File: src/rtl/alu_op_sequencer.sv
// Initiator for a combinational ALU: latches a request, holds the ALU inputs for an
// opcode-dependent settle time, then captures result/carry into a response register.
module alu_op_sequencer #(
  parameter int          N         = 32,
  parameter logic [3:0]  BASE_WAIT = 4'd0,
  parameter logic [3:0]  MUL_WAIT  = 4'd2,
  parameter logic [3:0]  MOD_WAIT  = 4'd4
) (
  input  logic         clk,
  input  logic         rst_n,
  input  logic         req_valid,
  output logic         req_ready,
  input  logic [2:0]   req_opcode,
  input  logic [N-1:0] req_a,
  input  logic [N-1:0] req_b,
  output logic [2:0]   alu_opcode,
  output logic [N-1:0] alu_operandA,
  output logic [N-1:0] alu_operandB,
  input  logic [N-1:0] alu_result,
  input  logic         alu_carryout,
  output logic         rsp_valid,
  input  logic         rsp_ready,
  output logic [N-1:0] rsp_result,
  output logic         rsp_carry,
  output logic [2:0]   rsp_opcode,
  output logic         rsp_divzero,
  output logic         busy
);

  typedef enum logic [1:0] {
    ST_IDLE = 2'd0,
    ST_WAIT = 2'd1,
    ST_DONE = 2'd2
  } state_e;

  localparam logic [2:0] OP_MUL = 3'b010;
  localparam logic [2:0] OP_MOD = 3'b011;

  state_e       state_q, state_d;
  logic [3:0]   cnt_q, cnt_d;
  logic [2:0]   alu_op_q, alu_op_d;
  logic [N-1:0] alu_a_q, alu_a_d;
  logic [N-1:0] alu_b_q, alu_b_d;
  logic [N-1:0] rsp_result_q, rsp_result_d;
  logic         rsp_carry_q, rsp_carry_d;
  logic [2:0]   rsp_opcode_q, rsp_opcode_d;
  logic         rsp_divzero_q, rsp_divzero_d;

  function automatic logic [3:0] settle_cycles(input logic [2:0] op);
    logic [3:0] w;
    case (op)
      OP_MUL:  w = MUL_WAIT;
      OP_MOD:  w = MOD_WAIT;
      default: w = BASE_WAIT;
    endcase
    return w;
  endfunction

  // State, counter, ALU-drive and response registers.
  always_ff @(posedge clk or negedge rst_n) begin
    if (!rst_n) begin
      state_q       <= ST_IDLE;
      cnt_q         <= 4'd0;
      alu_op_q      <= 3'd0;
      alu_a_q       <= {N{1'b0}};
      alu_b_q       <= {N{1'b0}};
      rsp_result_q  <= {N{1'b0}};
      rsp_carry_q   <= 1'b0;
      rsp_opcode_q  <= 3'd0;
      rsp_divzero_q <= 1'b0;
    end else begin
      state_q       <= state_d;
      cnt_q         <= cnt_d;
      alu_op_q      <= alu_op_d;
      alu_a_q       <= alu_a_d;
      alu_b_q       <= alu_b_d;
      rsp_result_q  <= rsp_result_d;
      rsp_carry_q   <= rsp_carry_d;
      rsp_opcode_q  <= rsp_opcode_d;
      rsp_divzero_q <= rsp_divzero_d;
    end
  end

  // Next-state: accept, settle countdown, capture, response handshake.
  always_comb begin
    state_d       = state_q;
    cnt_d         = cnt_q;
    alu_op_d      = alu_op_q;
    alu_a_d       = alu_a_q;
    alu_b_d       = alu_b_q;
    rsp_result_d  = rsp_result_q;
    rsp_carry_d   = rsp_carry_q;
    rsp_opcode_d  = rsp_opcode_q;
    rsp_divzero_d = rsp_divzero_q;
    case (state_q)
      ST_IDLE: begin
        if (req_valid) begin
          alu_op_d = req_opcode;
          alu_a_d  = req_a;
          alu_b_d  = req_b;
          // A modulo by zero never consults the ALU; respond immediately.
          if ((req_opcode == OP_MOD) && (req_b == {N{1'b0}})) begin
            cnt_d         = 4'd0;
            rsp_result_d  = {N{1'b0}};
            rsp_carry_d   = 1'b0;
            rsp_opcode_d  = OP_MOD;
            rsp_divzero_d = 1'b1;
            state_d       = ST_DONE;
          end else begin
            cnt_d   = settle_cycles(req_opcode);
            state_d = ST_WAIT;
          end
        end else begin
          state_d = ST_IDLE;
        end
      end
      ST_WAIT: begin
        if (cnt_q != 4'd0) begin
          cnt_d   = cnt_q - 4'd1;
          state_d = ST_WAIT;
        end else begin
          rsp_result_d  = alu_result;
          rsp_carry_d   = alu_carryout;
          rsp_opcode_d  = alu_op_q;
          rsp_divzero_d = 1'b0;
          state_d       = ST_DONE;
        end
      end
      ST_DONE: begin
        if (rsp_ready) begin
          state_d = ST_IDLE;
        end else begin
          state_d = ST_DONE;
        end
      end
      default: begin
        state_d = ST_IDLE;
        cnt_d   = 4'd0;
      end
    endcase
  end

  assign req_ready    = (state_q == ST_IDLE);
  assign busy         = (state_q != ST_IDLE);
  assign rsp_valid    = (state_q == ST_DONE);
  assign alu_opcode   = alu_op_q;
  assign alu_operandA = alu_a_q;
  assign alu_operandB = alu_b_q;
  assign rsp_result   = rsp_result_q;
  assign rsp_carry    = rsp_carry_q;
  assign rsp_opcode   = rsp_opcode_q;
  assign rsp_divzero  = rsp_divzero_q;

endmodule

File: config.mk
export PLATFORM = sky130hd
export DESIGN_NAME = alu_op_sequencer
export DESIGN_NICKNAME = d
export VERILOG_FILES = /design/src/rtl/alu_op_sequencer.sv
export SDC_FILE = /design/constraint.sdc
export NUM_CORES = 1
export LEC_CHECK = 0
export ABC_CLOCK_PERIOD_IN_PS = 2500
export CAP_MARGIN = 10
export CORE_ASPECT_RATIO = 1.75
export CORE_MARGIN = 2
export CORE_UTILIZATION = 44
export DETAILED_ROUTE_END_ITERATION = 16
export GPL_TIMING_DRIVEN = 0
export PLACE_DENSITY = 0.86
export SYNTH_ARGS = -nofsm -noshare
export SYNTH_HDL_FRONTEND = slang
export SYNTH_SLANG_ARGS = --single-unit
File: constraint.sdc
create_clock -name clk -period 2.5 [get_ports clk]
set_input_delay 0.375 -clock clk [delete_from_list [all_inputs] [get_ports clk]]
set_output_delay 0.375 -clock clk [all_outputs]
set_load 0.05 [all_outputs]
* Word-level counts from Yosys, hierarchy flattened
Index checks and enable logic that the tools add are counted.
** Word-level totals
- Register bits :: 110
- Output and inout bits :: 107
- Word-level logic and storage cells :: 54
** Operators by class
- Bitwise gates (word level) :: 1
- Equality and inequality tests :: 8
- Multiplexer cells :: 26
- Reduce and logical (&&, ||, !) cells :: 9
- $add $sub $neg :: 1
** Operators by type and width (number)
- 32-bit 2-to-1 mux :: 3
- 32-bit case mux with 2 select lines :: 1
- 32-bit zero test :: 1
- 3-bit 2-to-1 mux :: 4
- 3-bit case mux with 2 select lines :: 2
- 4-bit case mux with 3 select lines :: 1
- 2-bit 2-to-1 mux :: 4
- 4-bit 2-to-1 mux :: 2
- 3-bit by 2-bit equality test with 1-bit output, second input constant :: 2
- 1-bit 2-to-1 mux :: 6
- 2-bit != test, second input constant :: 3
- 2-bit case mux with 3 select lines :: 1
- 1-bit case mux with 2 select lines :: 2
- 4-bit AND reduction :: 1
- 2-bit nonzero test :: 2
- 4-bit nonzero test :: 1
- 4-bit by 1-bit subtractor with 4-bit output, second input constant :: 1
- 3-bit AND reduction :: 1
- 2-bit by 1-bit equality test with 1-bit output, second input constant :: 1
- 2-bit equality test, second input constant :: 1
- 2-bit zero test :: 1
- 2-bit by 1-bit != test with 1-bit output, second input constant :: 1
- 2-bit AND reduction :: 1
- 1-bit logical AND :: 1
- 1-bit NOT :: 1

* Longest topological paths before layout
- Depth in word-level cells :: 5
- Mapped depth :: 7
- Mapped depth without buffers :: 6

* Least setup slack after synthesis
No wires, ideal clock.
- Kind :: register -> output
- Start :: register state_q[0]
- End :: output req_ready
- Arrival time :: 1.289 ns
- Data required time :: 2.125 ns
- Stages on the path, launching flop included :: 4
- Path slack :: 0.836 ns
- Buffers on the path :: 1
- Cells stage by stage :: dfrtp_1 buf_2 or2_2 inv_1
** On the way
- Word-level cells in the longest chain between the ends :: 1
** RTL lines
- start, declared :: RTL line 39 : state_e state_q, state_d;
- start signal, assigned :: RTL line 72 : state_q <= state_d;
- 2-bit zero test :: RTL line 143 : assign req_ready = (state_q == ST_IDLE);
- end, declared :: RTL line 12 : output logic req_ready,
No other way between the ends.

* Final worst setup path
- Start :: register state_q[0]
- End :: output busy
** On the way
- Word-level cells in the longest chain between the ends :: 1
** RTL lines
- 2-bit nonzero test :: RTL line 144 : assign busy = (state_q != ST_IDLE);
- end, declared :: RTL line 27 : output logic busy
No other way between the ends.

==> flow_summary.yaml <==
global_routing:
  grt_use_total: 0.224
  grt_pass1_wl_um: 18800
  grt_antenna_before_repair: 0
  grt_overflow_total: 0
  grt_start_max_net_pins: 61
  grt_pass1_vias: 3907
cts:
  clock_sinks: 110
  cts-root-buf: "clkbuf_16"
  cts_resized: 0
  worst_setup_hold_path_clk_slew_ps: 70
  clock_latency_ps: 340
  cts_setup_buffers: 0
  cts_tree: "built"
  cts_max_path_buffers: 2
  htreeDepth: 3
  cts_buffers: 9
  holdBufCountCts: 0
yosys:
  synth_ff_type: "dfrtp_1"
  yosysWarnings: 0
  synth-seq-cells: 110
  synth_area_um2: 4410
  netlist.area_leader.share: 0.625
  synth_cell_types: 32
  syn_inst: 356
  ys_seq_area_frac: 0.625
  synth.most_common_cell: "dfrtp_1"
  synthArstFlopShare: 1.00
  synth_edf_count: 0
  synth_area_leaders: "dfrtp_1 (62%), mux2_2 (15%), nand2_1 (6.4%), a21oi_1 (4.1%), mux2_1 (2.6%)"
  synth_area_leader_cell: "dfrtp_1"
  synthTopCellsByCount: "dfrtp_1 (110), nand2_1 (75), mux2_2 (57)"
  syn_nets: 462
  syn_area_per_cell_um2: 12.4
pwr:
  p_comb_frac: 0.603
  power.switching_mw: 5.60
  p_per_area_nw_per_um2: 1660
  p_leak_nw: 2.97
  clockPowerShare: 0.124
  power_mw: 11.6
  p_sw_frac: 0.484
  intPower_mw: 5.97
  vdd_drop_max_mv: 1.05
  power.share.sequential: 0.273
run:
  drv_cap: 0
floorplanning:
  dieArea_um2: 10900
  io_pins: 211
  start_util: 0.450
  core_area_um2: 9790
  fp.dieH_um: 136
  num_rows: 48
  die_w_um: 79.6
final_layout:
  diodes: 0
  drive_gt1_frac: 0.166
  fin_area_um2: 6990
  utilization: 0.714
  fin_nets: 684
  fin_cells: 708
  layout-area-overhead-vs-synth_pct: 58.7
timing:
  clock_skew_ps: 7.09
  rsz0062_at_grt: "no"
  tns_ps: 0
  finalCritPeriodShare: 0.915
  maxSlewHeadroom: 0.560
  fin_crit_ps: 2290
  setup_ws_ps: 212
  hold_violations: 0
  holdWs_ps: 55.2
  setup_viol: 0
  max_freq_mhz: 437
  worst_slew_pin_slew_ps: 660
  slew_violations: 0
detailed_routing:
  routed_wl_um: 12000
  drt-initial-drc-count: 189
  ant_nets: 0
  num_vias: 3597
  first_pass_iters: 4
  wl_per_cell_um: 17.0
  post-route-drc-count: 0
  vias_per_cell: 5.08
setup_path:
  worst_ep_arrival_time_ps: 1910
  crit_path_start_kind: "register"
  crit_chain: "buf_2, or2_2, clkdlybuf4s50_1"
  crit_required_ps: 2120
  endpoint_kind: "output pin"
  cp_slowest_cell: "clkdlybuf4s50_1"
  worst-setup-path-type: "register to output pin"
  cp_max_fo: 9
  cp_slowest_stage_delay_ps: 710
placed_design:
  dp_hpwl_um: 9260
  placed_cell_area_um2: 6690
  dp.cells: 692
  port_buffers: 210
  place_ws_ps: 113
  gp_congestion: 0.801
outcome:
  status: "completed"
min_path:
  hold_path.class: "input pin to async pin"
## cells by family (layout without fill, tap and decap cells)
kind of cell	after synthesis	count (layout)	synth area share
compound gates	46	46	0.0562
mux	67	67	0.171
flops	110	110	0.625
simple gates	107	107	0.113
buf+inv	24	251	0.0287
fa+ha+maj	2	2	0.00568
## power groups by stage
stage	sequential [mW]	clock [mW]	combinational (mW)
finish	3.16	1.43	6.98
global route	3.27	1.54	7.31
global placement	3.12	0	6.88
floorplan	6.09	0	1.66
CTS	3.17	1.46	7.04
detailed placement	3.19	0	7.01
## critical path, delay by kind of cell, from the launching register on
| family | cells | cell delay (ps) |
|---|---|---|
| flip-flops | 1 | 360 |
| AND/OR/NAND/NOR | 1 | 330 |
| buffers and inverters | 2 | 880 |
## layer usage
metal / GRT usage / vias up / part of all wire
li1: - / 1667 / -
met1: 0.235 / 1750 / 0.35
met2: 0.420 / 158 / 0.56
met3: 0.0544 / 22 / 0.065
met4: 0.0872 / 0 / 0.021
met5: 0 / - / 0
## state kept, by name (all words and copies together) (netlist names)
| name | count |
|---|---|
| alu_opcode | 3 |
| alu_operandA | 32 |
| alu_operandB | 32 |
| cnt_q | 4 |
| rsp_carry | 1 |
| rsp_divzero | 1 |
| rsp_opcode | 3 |
| rsp_result | 32 |
| state_q | 2 |
## cell type report
class | instances | area (um2)
buffer | 19 | 108
fill | 682 | 2800
clock buffer | 9 | 225
multi-input combinational | 222 | 1530
inverter | 5 | 18.8
timing repair buffer | 211 | 2130
tap | 125 | 156
sequential | 110 | 2750
clock inverter | 7 | 73.8
## cells in the final DEF, fill, tap and decap left out, drive strengths merged, types with 4 or more instances in the layout
cell type / Yosys / routed
nor2b: 4 / 4
mux2: 67 / 67
clkinv: 0 / 4
nand2: 75 / 75
nor4: 8 / 8
dfrtp: 110 / 110
clkdlybuf4s50: 0 / 208
nor2: 4 / 4
clkbuf: 0 / 9
inv: 5 / 6
buf: 19 / 21
a21oi: 36 / 36
o21ai: 4 / 4
## final timing paths
check / start / endpoint / slack (ps) / cells after the start
worst max-delay path: state_q[0] / busy / 210 / 3
worst min-delay path: rst_n / rsp_result[14] / 60 / 1
worst max register to register: cnt_q[0] / rsp_result[19] / 630 / 7
worst min register to register: alu_operandB[12] / alu_operandB[12] / 500 / 1
max in group asynchronous: rst_n / rsp_result[0] / 1740 / 2
min in group clk: alu_operandB[12] / alu_operandB[12] / 500 / 1
Note: power is estimated with default switching activity, not from simulation.
